`src/rtl/spi_regfile_pkg.sv`:
```
// spi_regfile_pkg: shared FSM encoding, write flag and frame length for the SPI register-file target.
package spi_regfile_pkg;
  typedef enum logic [1:0] {IDLE, CMD, DATA, WAIT_END} state_e;
  localparam logic RW_WRITE = 1'b1;
  function automatic int frame_len(input int addr_w, input int data_w);
    return 1 + addr_w + data_w;
  endfunction
endpackage

```
`src/rtl/spi_sync_edge.sv`:
```
// spi_sync_edge: STAGES-flop synchroniser plus a delay flop giving one-clk rise/fall pulses.
module spi_sync_edge #(
  parameter int   STAGES  = 2,
  parameter logic RST_VAL = 1'b0
) (
  input  logic clk,
  input  logic rst,
  input  logic d_i,
  output logic rise_o,
  output logic fall_o
);
  logic [STAGES-1:0] sync_q;
  logic              dly_q;
  always_ff @(posedge clk) begin
    if (rst) begin
      sync_q <= {STAGES{RST_VAL}};
      dly_q  <= RST_VAL;
    end else begin
      sync_q <= {sync_q[STAGES-2:0], d_i};
      dly_q  <= sync_q[STAGES-1];
    end
  end
  assign rise_o = sync_q[STAGES-1] & ~dly_q;
  assign fall_o = ~sync_q[STAGES-1] & dly_q;
endmodule

```
`src/rtl/spi_regfile_peripheral.sv`:
```
// spi_regfile_peripheral: SPI mode-0 target with framed-commit register bank and read-back.
// Optional SPI_ERR_CNT_EN adds a saturating frame-error counter at address NUM_REGS.
module spi_regfile_peripheral
  import spi_regfile_pkg::*;
#(
  parameter int                NUM_REGS    = 5,
  parameter int                DATA_W      = 8,
  parameter int                ADDR_W      = 7,
  parameter int                SYNC_STAGES = 2,
  parameter logic [DATA_W-1:0] RESET_VAL   = '0
) (
  input  logic                       clk,
  input  logic                       rst,
  input  logic                       sclk,
  input  logic                       copi,
  input  logic                       ncs,
  output logic                       cipo,
  output logic                       cipo_oe,
  output logic [NUM_REGS*DATA_W-1:0] reg_q,
  output logic [NUM_REGS-1:0]        wr_strobe,
  output logic                       frame_err
);
  localparam int FRAME_LEN = frame_len(ADDR_W, DATA_W);
  localparam int CNT_W = $clog2(FRAME_LEN + 1);
  localparam logic [CNT_W-1:0] CMD_END = CNT_W'(1 + ADDR_W);
  localparam logic [CNT_W-1:0] FRAME_END = CNT_W'(FRAME_LEN);
  logic                   sclk_rise, sclk_fall, ncs_rise, ncs_fall, copi_s, commit;
  logic [SYNC_STAGES-1:0] copi_q;
  state_e                 state_q;
  logic [CNT_W-1:0]       bit_cnt_q, cnt_inc;
  logic [ADDR_W-1:0]      cmd_sr_q, addr_q;
  logic [ADDR_W:0]        cmd_nx;
  logic                   rw_q, ovr_q, cipo_q, cipo_oe_q, frame_err_q;
  logic [DATA_W-1:0]      rx_sr_q, tx_sr_q;
  logic [DATA_W-1:0]      regs_q [NUM_REGS];
  logic [NUM_REGS-1:0]    wr_strobe_q;
`ifdef SPI_ERR_CNT_EN
  logic [7:0]             err_cnt_q;
`endif
  spi_sync_edge #(.STAGES(SYNC_STAGES), .RST_VAL(1'b0)) u_sclk (
    .clk(clk), .rst(rst), .d_i(sclk), .rise_o(sclk_rise), .fall_o(sclk_fall)
  );
  spi_sync_edge #(.STAGES(SYNC_STAGES), .RST_VAL(1'b1)) u_ncs (
    .clk(clk), .rst(rst), .d_i(ncs), .rise_o(ncs_rise), .fall_o(ncs_fall)
  );
  always_ff @(posedge clk) begin
    copi_q <= rst ? '0 : {copi_q[SYNC_STAGES-2:0], copi};
  end
  assign copi_s  = copi_q[SYNC_STAGES-1];
  assign cmd_nx  = {cmd_sr_q, copi_s};
  assign cnt_inc = bit_cnt_q + CNT_W'(1);
  assign commit  = ncs_rise && state_q == WAIT_END && rw_q == RW_WRITE && !ovr_q;
  function automatic logic [DATA_W-1:0] rd_data(input logic [ADDR_W-1:0] a);
    rd_data = '0;
    for (int k = 0; k < NUM_REGS; k++) if (int'(a) == k) rd_data = regs_q[k];
`ifdef SPI_ERR_CNT_EN
    if (int'(a) == NUM_REGS) rd_data = DATA_W'(err_cnt_q);
`endif
  endfunction
  always_ff @(posedge clk) begin
    if (rst) begin
      state_q     <= IDLE;
      bit_cnt_q   <= '0;
      cmd_sr_q    <= '0;
      addr_q      <= '0;
      rw_q        <= 1'b0;
      ovr_q       <= 1'b0;
      rx_sr_q     <= '0;
      tx_sr_q     <= '0;
      cipo_q      <= 1'b0;
      cipo_oe_q   <= 1'b0;
      wr_strobe_q <= '0;
      frame_err_q <= 1'b0;
      for (int k = 0; k < NUM_REGS; k++) regs_q[k] <= RESET_VAL;
    end else begin
      wr_strobe_q <= '0;
      frame_err_q <= 1'b0;
      // chip-select edges outrank any sclk edge seen in the same clk
      if (ncs_fall) begin
        frame_err_q <= state_q != IDLE;
        state_q     <= CMD;
        bit_cnt_q   <= '0;
        cmd_sr_q    <= '0;
        rx_sr_q     <= '0;
        tx_sr_q     <= '0;
        ovr_q       <= 1'b0;
        cipo_q      <= 1'b0;
        cipo_oe_q   <= 1'b1;
      end else if (ncs_rise) begin
        frame_err_q <= state_q == CMD || state_q == DATA || (state_q == WAIT_END && ovr_q);
        state_q     <= IDLE;
        cipo_q      <= 1'b0;
        cipo_oe_q   <= 1'b0;
        for (int k = 0; k < NUM_REGS; k++) begin
          if (commit && int'(addr_q) == k) begin
            regs_q[k]      <= rx_sr_q;
            wr_strobe_q[k] <= 1'b1;
          end
        end
      end else if (sclk_rise) begin
        if (state_q == CMD) begin
          cmd_sr_q  <= cmd_nx[ADDR_W-1:0];
          bit_cnt_q <= cnt_inc;
          if (cnt_inc == CMD_END) begin
            rw_q    <= cmd_nx[ADDR_W];
            addr_q  <= cmd_nx[ADDR_W-1:0];
            tx_sr_q <= cmd_nx[ADDR_W] == RW_WRITE ? '0 : rd_data(cmd_nx[ADDR_W-1:0]);
            state_q <= DATA;
          end
        end else if (state_q == DATA) begin
          rx_sr_q   <= {rx_sr_q[DATA_W-2:0], copi_s};
          bit_cnt_q <= cnt_inc;
          if (cnt_inc == FRAME_END) state_q <= WAIT_END;
        end else if (state_q == WAIT_END) begin
          ovr_q <= 1'b1;
        end
      end else if (sclk_fall && state_q == DATA) begin
        cipo_q  <= tx_sr_q[DATA_W-1];
        tx_sr_q <= tx_sr_q << 1;
      end
    end
  end
`ifdef SPI_ERR_CNT_EN
  always_ff @(posedge clk) begin
    if (rst || (commit && int'(addr_q) == NUM_REGS)) err_cnt_q <= '0;
    else if (frame_err_q && err_cnt_q != 8'hFF) err_cnt_q <= err_cnt_q + 8'd1;
  end
`endif
  for (genvar i = 0; i < NUM_REGS; i++) begin : g_flat
    assign reg_q[i*DATA_W +: DATA_W] = regs_q[i];
  end
  assign cipo      = cipo_q;
  assign cipo_oe   = cipo_oe_q;
  assign wr_strobe = wr_strobe_q;
  assign frame_err = frame_err_q;
endmodule

```
`config.mk`:
```
export PLATFORM = sky130hd
export DESIGN_NAME = spi_regfile_peripheral
export DESIGN_NICKNAME = d
export VERILOG_FILES = /design/src/rtl/spi_regfile_pkg.sv /design/src/rtl/spi_sync_edge.sv /design/src/rtl/spi_regfile_peripheral.sv
export SDC_FILE = /design/constraint.sdc
export NUM_CORES = 1
export LEC_CHECK = 0
export BUFFER_PORTS_ARGS = -buffer_cell sky130_fd_sc_hd__buf_2
export CORE_MARGIN = 1
export CORE_UTILIZATION = 55
export CTS_CLUSTER_DIAMETER = 50
export CTS_CLUSTER_SIZE = 10
export DETAILED_ROUTE_END_ITERATION = 12
export GPL_TIMING_DRIVEN = 0
export PLACE_DENSITY = 0.84
export SLEW_MARGIN = 20
export SYNTH_ARGS = -nofsm -noshare
export SYNTH_HDL_FRONTEND = slang
export SYNTH_HIERARCHICAL = 1
export SYNTH_SLANG_ARGS = --single-unit
export TNS_END_PERCENT = 10
```
`constraint.sdc`:
```
create_clock -name clk -period 2.9 [get_ports clk]
set_input_delay 0.145 -clock clk [delete_from_list [all_inputs] [get_ports clk]]
set_output_delay 0.145 -clock clk [all_outputs]
set_load 0.1 [all_outputs]
```
Word level (Yosys, flattened, before mapping)
Memory sizes are Yosys's and may differ from the RTL's.
Index checks and enable logic that the tools add are counted.
Widths: inputs -> output; s select.
{"block": "word_totals", "ff_bits": 55, "mem_bits_rw": 40, "inputBits": 5, "output_inout_bits": 48, "memories": 1}
{"name": "regs_q", "words": 5, "word_bits": 8, "rd": 5, "rd_ports_with_merged_regs": 0, "write_ports": 5, "line": "spi_regfile_peripheral.sv:35", "rtl": "logic [DATA_W-1:0] regs_q [NUM_REGS];"}
{"block": "op_classes", "addsub": 1, "n_eq_ne": 17, "mux": 55, "bitwise_logic": 18, "reduce_logical": 35}
{"operator": "$mux 8", "n": 15}
{"operator": "$mux 1", "n": 34}
{"operator": "$eq 7x3->1 const B", "n": 4}
{"operator": "$reduce_and 4->1", "n": 4}
{"operator": "$eq 7x2->1 const B", "n": 2}
{"operator": "$eq 7x4->1 const B", "n": 2}
{"operator": "$logic_not 7->1", "n": 2}
{"operator": "$logic_and 1x1->1", "n": 10}
{"operator": "$mux 5", "n": 2}
{"operator": "$reduce_and 5->1", "n": 2}
{"operator": "$reduce_bool 2->1", "n": 5}
{"operator": "$not 1->1", "n": 9}
{"operator": "$mux 2", "n": 4}
{"operator": "$reduce_bool 4->1", "n": 2}
{"operator": "$ne 2x1->1 const B", "n": 3}
{"operator": "$reduce_and 3->1", "n": 2}
{"operator": "$reduce_or 3->1", "n": 2}
{"operator": "$add 5x1->5 const B", "n": 1}
{"operator": "$eq 5x4->1 const B", "n": 1}
{"operator": "$eq 5x5->1 const B", "n": 1}
{"operator": "$or 1x1->1", "n": 5}
{"operator": "$and 1x1->1", "n": 4}
{"operator": "$eq 2x2->1 const B", "n": 2}
{"operator": "$ne 4x3->1 const B", "n": 1}
{"operator": "other kinds (6)", "n": 7}

Depth between registers and ports, before layout
Gate-level depths: netlist of the first run.
{"block": "logic_depth", "depth_word": 12, "ltp_mapped": 8}

Modules after synthesis
The synthesis of the first run kept the hierarchy.
{"module": "spi_regfile_peripheral", "n_inst": 1, "cells_each": 325, "area_each_um2": 3731.1, "seq_area_each_um2": 2182.1}
{"module": "spi_sync_edge at u_ncs", "n_inst": 1, "cells_each": 8, "area_each_um2": 92.6, "seq_area_each_um2": 60.1}
{"module": "spi_sync_edge at u_sclk", "n_inst": 1, "cells_each": 8, "area_each_um2": 91.3, "seq_area_each_um2": 60.1}

Least setup slack after synthesis of the first run
OpenSTA, ideal clock, no wires.
{"block": "synth_path", "kind": "register -> register", "start": "memory regs_q[1][0] (netlist: regs_q[0][8])", "end": "register tx_sr_q[0]", "setup_time_ns": 0.072, "arrival_ns": 2.057, "path_slack_ns": 0.772, "path_stages_with_launch": 6, "n_path_buf": 0, "period_less_slack_ns": 2.128, "path_cell_list": "edfxtp_1 mux4_2 nor2b_1 a31oi_1 or4b_1 mux2i_1"}
{"item": "start, declared", "line": "spi_regfile_peripheral.sv:35"}
{"item": "end signal, assigned", "line": "spi_regfile_peripheral.sv:107", "rtl": "tx_sr_q <= cmd_nx[ADDR_W] == RW_WRITE ? '0 : rd_data(cmd_nx[ADDR_W-1:0]);"}
{"item": "end signal, assigned", "line": "spi_regfile_peripheral.sv:119", "rtl": "tx_sr_q <= tx_sr_q << 1;"}
{"item": "end, declared", "line": "spi_regfile_peripheral.sv:34", "rtl": "logic [DATA_W-1:0] rx_sr_q, tx_sr_q;"}

==> metrics.md, run 1 <==
| Metric | Value |
|---|---|
| ANT nets after route | 0 |
| Max_slew headroom | 51.30% |
| Place WS | 0.5392 ns |
| WL final | 8.323 mm |
| Placed Area | 4295 sq um |
| Power Density | 562.2 nW/um^2 |
| Synth Cell Area | 3915 sq um |
| Worst Setup Start Kind | flop |
| Final #Nets | 418 |
| Worst-margin pin slew | 0.7290 ns |
| Vias | 2836 |
| Final setup viols | 0 |
| Critical-path top delay cell | o21bai_1 |
| Outcome | finished clean |
| Row count | 30 |
| Clock-pin transition on the worst setup and hold timing paths | 0.10 ns |
| Gate power share | 11.0% |
| Chip Width | 86.37 um |
| Clock insertion delay at the later pin of the skew report | 0.36 ns |
| Worst path cell trace | nor2b_1, buf_2, nor4bb_1, nand3_1, nor2_1, nand2_1, o21bai_1 |
| Core area | 6832 sq um |
| CP max FO | 8 |
| Detailed router's first-iteration violation count | 177 |
| Fin cells | 508 |
| Area Overhead vs Synth | 15.21% |
| Slowest cell delay on critical path | 0.59 ns |
| H-tree levels | 3 |
| First-pass GRT wire length | 13.35 mm |
| Gr usage total | 23.78% |
| Clock Sinks | 95 |
| Starting Density | 57.31% |
| Arr. time, crit path | 2.42 ns |
| Post-synth EDFFs | 40 |
| Crit path required time | slightly below 3 ns |
| Leak Pwr | 1.785 nW |
| Port bufs | 52 |
| Routability cong. | approximately 0.93 |
| Final period util | 83.49% |
| FMAX | 0.4130 GHz |
| Unrepaired setup endpoints after global routing | false |
| Final number of hold-violating endpoints | 0 |
| Post-synth top flop | dfxtp_1 |
| Post-Layout Inst Area | ~4500 sq um |
| DP HPWL | between 6 and 7 mm |
| Antenna Cells | 0 |
| Seq/Total Area, Yosys | 58.80% |
| Setup slack after layout | ~0.48 ns |
| TritonCTS clock tree | built |
| TritonRoute pass-1 iters | 4 |
| Post-route DRC | 0 |
| Yosys cell types | 49 |
| Crit. End Element | flop |
| Final Max Slew Viols | 0 |
| Total gr overflow | 0 |
| Async set or reset register ratio after synthesis | 0% |
| YS warnings | 6 |
| Ratio of cells with drive above 1 in the final layout | 19.90% |
| Internal | around 1.8 mW |
| Avg Vias per Cell | approximately 5.6 |
| Clock root buffer | clkbuf_8 |
| Post-cts sizing count | 0 |
| Sw Share | 29.13% |
| Filler Cells Inserted | 536 |
| Clk_skew | 0.01195 ns |
| CP Class | flop to flop |
| Vert. Die Dim | 86.37 um |
| Mean Syn Cell Area | around 11 sq um |
| Maximum Capacitance Violations | 0 |
| CTS buffer count | 9 |
| Number of global-route vias before repair | 2741 |
| Area of the multi-input gates | 1526 sq um |
| Clock power share | 32.5% |
| Dpl cells | 489 |
| Pin count of the biggest net entering global routing | 19 |
| Psw | between 0.7 and 0.8 mW |
| Seq pwr share | a little under three fifths |
| Register area | 2302 sq um |
| Post-CTS Setup Inserts | 0 |
| Final min period | 2.421 ns |
| Synth Instances | 341 |
| Antenna violations before repair | 0 |
| Setup TNS | 0 ns |
| Worst min path class | primary input to flop |
| Area of the die | 7460 sq um |
| Wire per inst | roughly 16 um |
| Syn Nets | between 300 and 400 |
| Worst vdd ir | roughly 530 uV |
| Worst-case clock buffer depth | 2 |
| IO Pins | 53 |
| Number of synthesized register bits | 95 |
flip-flops by register name (all words and copies together) (netlist names), 2 cells and up:
signal / count
cmd_sr_q: 7
addr_q: 7
u_sclk/sync_q: 2
rx_sr_q: 8
state_q: 2
wr_strobe: 5
copi_q: 2
tx_sr_q: 8
bit_cnt_q: 5
u_ncs/sync_q: 2
regs_q: 40
per-stage QoR:
stage | utilization [%] | hold slack, ns | total power [mW]
global route | 66.03 | 0.003218 | 2.625
finish | 66.03 | 0.01862 | 2.536
floorplan | - | 0.2166 | 1.687
CTS | 65.88 | 0.006396 | 2.541
detailed placement | 62.88 | 0.3333 | 1.738
global placement | 62.88 | 0.3305 | 1.732
timing repair:
action                                 4_1_cts  5_1_grt
setup endpoints to repair                    0        0
endpoints found under the hold margin        2        1
hold buffers                                 2        1
cell families after synthesis:
family / count (synthesis) / share of synthesized area (%)
buffers and inverters: 20 / 2.205
AOI/OAI and AO/OA: 70 / 12.43
xor gates and xnor gates: 6 / 1.534
muxes: 22 / 5.944
adders and majority gates: 6 / 1.917
DFF: 95 / 58.80
and+or+nand+nor: 122 / 17.16
routing by layer:
layer  wire length [um]  track usage, %  vias up  part of all wire, %
met4                147           8.636        0                  1.8
met5                  0               0        -                    0
met2               4075           39.03       88                   49
li1                   -               -     1371                    -
met3                509           6.476       11                  6.1
met1               3591           30.35     1366                   43
power by group through the flow:
| stage | logic (mW) | registers (mW) | clock network (mW) |
|---|---|---|---|
| detailed placement | 0.276 | 1.46 | 0 |
| global route | 0.292 | 1.43 | 0.898 |
| CTS | 0.279 | 1.43 | 0.831 |
| floorplan | 0.0769 | 1.61 | 0 |
| finish | 0.280 | 1.43 | 0.825 |
| global placement | 0.271 | 1.46 | 0 |
synthesized netlist by cell type (all sizes together) (2+ instances only):
master    n  area share, %
a21oi    17            2.2
a2bb2oi   7            1.6
a31oi    12            2.1
and2      8            1.3
buf       5           0.77
clkbuf    9           0.86
dfxtp    55             28
edfxtp   40             31
ha        6            1.9
inv       6           0.58
mux2i    21            5.4
nand2    29            2.8
nand2b   11            1.8
nand3     6           0.77
nand3b    2           0.38
nand4     4            1.0
nor2     28            2.7
nor2b    10            1.6
nor3      2           0.26
nor3b     2           0.51
nor4      3           0.86
nor4b     2           0.45
o21a      7            1.3
o21ai     7           0.89
o22ai     9            1.9
o2bb2ai   7            1.6
or2       9            1.4
xnor2     2           0.64
xor2      4           0.89
cell type report:
class	count	share of cell area, %
inverters	6	0.4993
repair buffers	55	6.435
plain buffers	14	1.415
flip-flops and latches	95	51.04
clock inverters	7	1.359
multi-input cells	226	33.84
well taps	96	2.663
clock buffers	9	2.746
path summary, 6_finish.rpt:
kind	slack [ns]	end	depth (start not counted)	startpoint
max	0.48	regs_q[0][8]	7	u_ncs/sync_q[1]
min	0.02	u_sclk/sync_q[1]	2	rst
max reg2reg	0.48	regs_q[0][8]	7	u_ncs/sync_q[1]
min reg2reg	0.43	u_ncs/sync_q[1]	1	u_ncs/sync_q[0]
layout by cell type (no fill, tap or decap), types with 10 or more instances in the layout:
master    instances
nor2_1           28
edfxtp_1         40
mux2i_1          21
a21oi_1          17
nand2_1          28
buf_2            55
a31oi_1          11
dfxtp_1          55
nand2b_1         11
nor2b_1          10
critical path: cells and delay by family, from the launching register on:
kind / cells / cell delay, ns
AO/OA/AOI/OAI: 1 / 0.59
buffers and inverters: 1 / 0.22
flip-flops: 1 / 0.36
AND/OR/NAND/NOR: 5 / 0.89
(Power assumes the default switching activity.)
==> inputs of run 2 (changes only) <==
--- a/config.mk
+++ b/config.mk
@@ -5,14 +5,15 @@
 export SDC_FILE = /design/constraint.sdc
 export NUM_CORES = 1
 export LEC_CHECK = 0
+export ABC_AREA = 1
 export BUFFER_PORTS_ARGS = -buffer_cell sky130_fd_sc_hd__buf_2
 export CORE_MARGIN = 1
-export CORE_UTILIZATION = 55
+export CORE_UTILIZATION = 51
 export CTS_CLUSTER_DIAMETER = 50
 export CTS_CLUSTER_SIZE = 10
 export DETAILED_ROUTE_END_ITERATION = 12
 export GPL_TIMING_DRIVEN = 0
-export PLACE_DENSITY = 0.84
+export PLACE_DENSITY = 0.82
 export SLEW_MARGIN = 20
 export SYNTH_ARGS = -nofsm -noshare
 export SYNTH_HDL_FRONTEND = slang
==> constraint.sdc (replaced) <==
create_clock -name clk -period 2.2 [get_ports clk]
set_input_delay 0.11 -clock clk [delete_from_list [all_inputs] [get_ports clk]]
set_output_delay 0.11 -clock clk [all_outputs]
set_load 0.1 [all_outputs]
==> run 2 against run 1 <==
  * Synthesized cell count increased by 32%
  * Count of clock-buffer cells in the layout did not move
  * Core utilization shrank 3.0 points
  * Cell count up 23%
==> metrics.md, run 2 <==
| Metric | Value |
|---|---|
| CP endpoint | regs_q[0][19] |
| Clock-pin transition on the worst setup and hold timing paths | 0.10 ns |
| Largest cells by area after synthesis | edfxtp_1 (30%), dfxtp_1 (28%), nand2_1 (6.1%), nand3_1 (6.0%), inv_1 (6.0%) |
| Reg2reg end | regs_q[0][19] |
| Yosys cell types | 28 |
| Area Overhead vs Synth | 16.93% |
| Chip Width | 90.47 um |
| TritonCTS clock tree | built |
| Max_slew headroom | 67.23% |
| Async set or reset register ratio after synthesis | 0% |
| Mean Syn Cell Area | 8.850 sq um |
| Worst path cell trace | inv_1, nor2_1, nor2_4, nand4_1, nor2_2, nand2_1, nor2_2, nand3_1, nand2_1, inv_2, nor2_1 |
| Max reg flops | 40 |
| Synth Instances | ~450 |
| DP HPWL | 6.214 mm |
| Internal | 2.498 mW |
| Final Max Slew Viols | 0 |
| Starting Density | 53.88% |
| Clock power share | 33.3% |
| Worst setup path start | u_ncs/dly_q |
| Antenna Cells | 0 |
| Critical path depth | 11 |
| Maximum Capacitance Violations | 0 |
| Wire per inst | 13.76 um |
| Synth Cell Area | 3991 sq um |
| FMAX | around 0.49 GHz |
| Seq/Total Area, Yosys | 57.68% |
| Ratio of cells with drive above 1 in the final layout | 18.89% |
| Post-synthesis mux area share | 0% |
| Worst Setup Start Kind | flop |
| Post-synth top flop | dfxtp_1 |
| Slowest cell delay on critical path | 0.35 ns |
| Fraction of the mapped netlist area in adder cells | 1.881% |
| YS warnings | 6 |
| Commonest cells post-synth | nand2_1 (65), inv_1 (64), dfxtp_1 (55) |
| Area of the die | a little over 8000 sq um |
| Final min period | 2.036 ns |
| Unrepaired setup endpoints after global routing | true |
| Share of the synthesized area in the top cell type | 30.09% |
| Vias | 3212 |
| Gr usage total | 22.10% |
| Final number of hold-violating endpoints | 0 |
| Number of global-route vias before repair | 3097 |
| Worst r2r path cells | 11 |
| Number of synthesized register bits | 95 |
| Port bufs | 52 |
| Dpl cells | 602 |
| Layer carrying the most global-route usage | met2 |
| Crit path required time | around 2.3 ns |
| Setup slack after layout | 0.1638 ns |
| Detailed router's first-iteration violation count | 237 |
| CP max FO | 8 |
| Register area | roughly 2300 sq um |
| Worst vdd ir | 435.7 uV |
| Bufs and invs on worst path | 2 |
| Top reg by flops | regs_q |
| Clock insertion delay at the later pin of the skew report | 0.36 ns |
| Post-CTS Setup Inserts | 0 |
| Met3 usage | 3.030% |
| IO Pins | 53 |
| Gate power share | 13.3% |
| Place WS | -0.3871 ns |
| ANT nets after route | 0 |
| Largest regs | regs_q x40, rx_sr_q x8, tx_sr_q x8 |
| Antenna violations before repair | 0 |
| Arr. time, crit path | 2.18 ns |
| Most common cell after layout, fill and taps aside | nand2_1 |
| Family with the most delay on the worst path | simple AND/OR/NAND/NOR gates |
| Clock Sinks | 95 |
| Final #Nets | 530 |
| CTS buffer count | 9 |
| Vert. Die Dim | 90.47 um |
| Synth Area in Simple Gates | a little over a fifth |
| Count leader, synth | nand2_1 |
| Clk_skew | 0.01213 ns |
| M1 GR Usage | between 20 and 30% |
| Syn Nets | 462 |
| Avg Vias per Cell | between 5 and 6 |
| Area of the multi-input gates | between 1000 and 1500 sq um |
| Outcome | finished clean |
| Total gr overflow | 0 |
| H-tree levels | 3 |
| Psw | around 1.1 mW |
| End-of-flow core utilization | 63.00% |
| Worst-case clock buffer depth | 2 |
| Largest family of logic cells by synthesized area | simple AND/OR/NAND/NOR gates |
| Compound-gate portion of the synthesized area | 11.54% |
| Worst-margin pin slew | 0.4949 ns |
| Leak Pwr | just under 2 nW |
| Critical-path top delay cell | dfxtp_1 |
| Post-Synth XOR/XNOR Area | 0% |
| Pin count of the biggest net entering global routing | 19 |
| Routability cong. | 0.8804 |
| Core area | 7408 sq um |
| Filler Cells Inserted | 586 |
| Power Density | 764.3 nW/um^2 |
| WL final | ~8.6 mm |
| Crit. End Element | flop |
| First-pass GRT wire length | about 14 mm |
| Final period util | 92.56% |
| Seq pwr share | 53.4% |
| Clock root buffer | clkbuf_8 |
| Fin cells | 623 |
| Post-route DRC | 0 |
| Met2 Usage GRT | 37.75% |
| Reg2reg start | u_ncs/dly_q |
| Final Power | 3.567 mW |
| TritonRoute pass-1 iters | 4 |
| Yosys top cell by area | edfxtp_1 |
| Most frequent cells in the layout | nand2_1 (65), inv_1 (64), buf_2 (55), dfxtp_1 (55), nand3_1 (48) |
| Row count | 31 |
| Reg2reg setup slack | 0.16 ns |
| Final setup viols | 0 |
| Sw Share | 29.98% |
| Post-synth EDFFs | 40 |
| Worst min path class | flop to flop |
| CP Class | flop to flop |
## run 2: changes by cell type in the layout (fill, tap and decap cells not counted), moves of 9 or more
cell | before | now
a21oi_1 | 17 | 43
a31oi_1 | 11 | 0
inv_1 | 6 | 64
mux2i_1 | 21 | 0
nand2_1 | 28 | 65
nand2b_1 | 11 | 0
nand3_1 | 6 | 48
nor2_1 | 28 | 39
nor2_2 | 0 | 10
nor2b_1 | 10 | 0
o21ai_0 | 7 | 32
or2_1 | 9 | 0
## run 2: routing by layer
metal  vias up  share of wire, %
met2        94                49
li1       1627                 -
met4         0               1.8
met1      1477                45
met5         -                 0
met3        14               3.8
## run 2: worst register-to-register path: stages (launching register included)
cell and delay, ns:
dfxtp_1 0.35, inv_1 0.06, nor2_1 0.07, nor2_4 0.22, nand4_1 0.13, nor2_2 0.17
nand2_1 0.11, nor2_2 0.11, nand3_1 0.12, nand2_1 0.09, inv_2 0.09, nor2_1 0.31
## run 2: logic make-up (layout without fill, tap and decap cells)
kind of cell	Yosys count	count (layout)
flip-flops	95	95
buffers and inverters	75	148
adder cells (fa/ha/maj)	6	6
AO/OA/AOI/OAI	90	90
AND/OR/NAND/NOR	185	185
## run 2: area by class of cell
type / instances / share of cell area, %
Timing Repair Buffer: 57 / 6.649
Tap cell: 99 / 2.654
Buffer: 9 / 1.126
Multi-Input combinational cell: 281 / 30.48
Inverter: 66 / 5.308
Sequential cell: 95 / 49.33
Clock buffer: 9 / 2.654
Clock inverter: 7 / 1.796
## run 2: repair_timing
item	in CTS	in global routing
gates resized for setup	5	5
hold buffers	5	0
setup endpoints to repair	39	49
hold endpoints to repair	4	0
## run 2: power groups by stage
stage          registers [mW]  logic (mW)  clock network [mW]
6_report                 1.90       0.475                1.19
5_1_grt                  1.91       0.497                1.27
4_1_cts                  1.90       0.473                1.19
3_5_place_dp             1.94       0.464                   0
3_3_place_gp             1.94       0.458                   0
2_1_floorplan            2.24      0.0928                   0
## run 2: worst min-delay path by stage
| stage | startpoint | to | slack, ns | depth (start not counted) |
|---|---|---|---|---|
| 6_report | copi_q[0] | copi_q[1] | 0.41 | 2 |
| 5_1_grt | copi_q[0] | copi_q[1] | 0.45 | 2 |
| 4_1_cts | u_sclk/sync_q[0] | u_sclk/sync_q[1] | 0.42 | 2 |
| 3_5_place_dp | ncs | u_ncs/sync_q[0] | 0.29 | 3 |
| 3_3_place_gp | ncs | u_ncs/sync_q[0] | 0.29 | 3 |
| 2_1_floorplan | rst | u_sclk/sync_q[0] | 0.18 | 1 |
## run 2: through the flow
| stage | setup TNS, ns | instance area [sq um] | hold WS [ns] |
|---|---|---|---|
| after floorplan | 0 | 3991 | 0.1812 |
| after global placement | -9.683 | 4375 | 0.2856 |
| after detailed placement | -5.961 | 4375 | 0.2875 |
| after CTS | 0 | 4647 | 0.4168 |
| after global routing | -0.7593 | 4667 | 0.4479 |
| final | 0 | 4667 | 0.4149 |
==> inputs of run 3 (changes only) <==
--- a/config.mk
+++ b/config.mk
@@ -8,12 +8,13 @@
 export ABC_AREA = 1
 export BUFFER_PORTS_ARGS = -buffer_cell sky130_fd_sc_hd__buf_2
 export CORE_MARGIN = 1
-export CORE_UTILIZATION = 51
+export CORE_UTILIZATION = 54
+export CTS_BUF_LIST = sky130_fd_sc_hd__clkbuf_8
 export CTS_CLUSTER_DIAMETER = 50
 export CTS_CLUSTER_SIZE = 10
 export DETAILED_ROUTE_END_ITERATION = 12
 export GPL_TIMING_DRIVEN = 0
-export PLACE_DENSITY = 0.82
+export PLACE_DENSITY = 0.85
 export SLEW_MARGIN = 20
 export SYNTH_ARGS = -nofsm -noshare
 export SYNTH_HDL_FRONTEND = slang
==> run 3 against run 2 <==
  * The run now ends with hold timing left
  * Clock skew grew 0.0049 ns
  * Highest routed layer unchanged
  * Critical endpoint is now regs_q[0][38]
  * Sequential power hardly changed
  * Power rose by 0.45%
  * Sequential share of layout area grew 0.11 points
  * Critical path depth is the same
  * Critical path type unchanged
  * Cell count fell by 0.64%
  * Largest cell class unchanged
  * Die area decreased by 5.4%
==> metrics.md, run 3 (same netlist as run 2, synthesis figures left out) <==
| Metric | Value |
|---|---|
| Worst-margin pin slew | 0.4967 ns |
| Worst vdd ir | roughly 520 uV |
| Gr usage total | 24.32% |
| Outcome | finished with violations |
| Internal | 2.499 mW |
| Final Max Slew Viols | 0 |
| Violated checks | hold timing |
| Maximum Capacitance Violations | 0 |
| Post-CTS Setup Inserts | 0 |
| Top reg by flops | regs_q |
| Wire per inst | between 10 and 15 um |
| Final setup viols | 0 |
| Family with the most delay on the worst path | simple AND/OR/NAND/NOR gates |
| Clock root buffer | clkbuf_8 |
| Final min period | 2.122 ns |
| Antenna Cells | 0 |
| H-tree levels | 3 |
| Detailed router's first-iteration violation count | 215 |
| Slowest cell delay on critical path | 0.36 ns |
| Final Power | 3.583 mW |
| Seq pwr share | between 50% and 60% |
| Worst min path class | primary input to flop |
| Vert. Die Dim | a little under 90 um |
| TritonCTS clock tree | built |
| Final period util | 96.44% |
| Starting Density | 57.17% |
| Sw Share | 30.26% |
| Core area | about 7000 sq um |
| Filler Cells Inserted | around 570 |
| Max_slew headroom | 67.11% |
| Register area | about 2300 sq um |
| Routability cong. | 0.8786 |
| Clock insertion delay at the later pin of the skew report | 0.37 ns |
| Met2 wire length | 4.439 mm |
| DP HPWL | 6.592 mm |
| Clock Sinks | 95 |
| Most frequent cells in the layout | nand2_1 (65), inv_1 (64), buf_2 (55), dfxtp_1 (55), nand3_1 (48) |
| CTS buffer count | 9 |
| Final Hold Slack | -0.001197 ns |
| Number of global-route vias before repair | 3083 |
| Max reg flops | 40 |
| Most common cell after layout, fill and taps aside | nand2_1 |
| Gate power share | 13.2% |
| Vias | 3349 |
| Place WS | -0.2588 ns |
| Area of the die | 7739 sq um |
| Fin cells | 619 |
| Worst path cell trace | inv_1, nor2_1, nor2_4, nand4_1, nor2_2, nand2_1, nor2_2, nand3_1, nand2_1, inv_2, nor2_1 |
| Total gr overflow | 0 |
| Clock power share | between 30% and 40% |
| Psw | 1.084 mW |
| Area Overhead vs Synth | 16.68% |
| Arr. time, crit path | 2.28 ns |
| Met1 WL | 3.818 mm |
| Largest regs | regs_q x40, rx_sr_q x8, tx_sr_q x8 |
| Worst-case clock buffer depth | 2 |
| IO Pins | 53 |
| Crit path required time | 2.35 ns |
| First-pass GRT wire length | 14.04 mm |
| Avg Vias per Cell | about 5.4 |
| FMAX | 0.4713 GHz |
| Clock-pin transition on the worst setup and hold timing paths | approximately 0.11 ns |
| Row count | 30 |
| Crit. End Element | flop |
| Port bufs | between 50 and 60 |
| Clk_skew | 0.01704 ns |
| Final number of hold-violating endpoints | 1 |
| Dpl cells | 599 |
| Leak Pwr | 1.977 nW |
| WL final | 8.899 mm |
| Power Density | around 770 nW/um^2 |
| Bufs and invs on worst path | 2 |
| Antenna violations before repair | 0 |
| CP Class | flop to flop |
| Setup TNS | 0 ns |
| Final #Nets | 529 |
| Chip Width | 87.97 um |
| Ratio of cells with drive above 1 in the final layout | 19.12% |
| TritonRoute pass-1 iters | 5 |
| CP max FO | 8 |
| Setup slack after layout | 0.07824 ns |
| Critical-path top delay cell | dfxtp_1 |
| Top sig layer | met4 |
| Pin count of the biggest net entering global routing | 19 |
| Unrepaired setup endpoints after global routing | true |
| Post-route DRC | 0 |
| Area of the multi-input gates | 1425 sq um |
| Worst Setup Start Kind | flop |
| Routed wl met3 | 434 um |
| ANT nets after route | 0 |
[run 3: final timing paths]
kind | startpoint | endpoint | slack, ns | cells past startpoint
setup / recovery | u_ncs/dly_q | regs_q[0][38] | 0.08 | 11
hold / removal | rst | u_sclk/dly_q | -0.001 | 2
setup reg to reg | u_ncs/dly_q | regs_q[0][38] | 0.08 | 11
hold reg to reg | copi_q[0] | copi_q[1] | 0.42 | 2
[run 3: per-stage QoR]
| stage | hold WS [ns] | area, sq um | utilization (%) |
|---|---|---|---|
| final | -0.001197 | 4657 | 66.70 |
| after global routing | 0.01220 | 4657 | 66.70 |
| after CTS | 0.003069 | 4631 | 66.33 |
| after detailed placement | 0.2888 | 4372 | 62.62 |
| after global placement | 0.2838 | 4372 | 62.62 |
| after floorplan | 0.1812 | 3991 | - |
[run 3: power by group through the flow]
stage          combinational, mW  clock (mW)  sequential [mW]
2_1_floorplan             0.0928           0             2.24
3_3_place_gp               0.458           0             1.95
3_5_place_dp               0.462           0             1.95
4_1_cts                    0.470        1.20             1.91
5_1_grt                    0.492        1.27             1.91
6_report                   0.472        1.20             1.91
[run 3: repair_timing]
action                                 4_1_cts  5_1_grt
resized for setup                            3        7
setup endpoints to repair                   72       64
hold buffers                                 4        0
gates cloned                                 0        0
endpoints found under the hold margin        3        0
[run 3: cell type report]
| class | count | area share, % |
|---|---|---|
| Multi-Input combinational cell | 281 | 30.60 |
| Sequential cell | 95 | 49.44 |
| Clock buffer | 9 | 2.660 |
| Timing Repair Buffer | 56 | 6.448 |
| Clock inverter | 7 | 1.827 |
| Buffer | 9 | 1.128 |
| Tap cell | 96 | 2.579 |
| Inverter | 66 | 5.320 |
[run 3: metal layers]
| metal | vias to the layer above | GRT usage [%] |
|---|---|---|
| met1 | 1574 | 30.30 |
| met3 | 22 | 3.959 |
| li1 | 1627 | - |
| met2 | 126 | 41.58 |
| met4 | 0 | 11.03 |
| met5 | - | 0 |
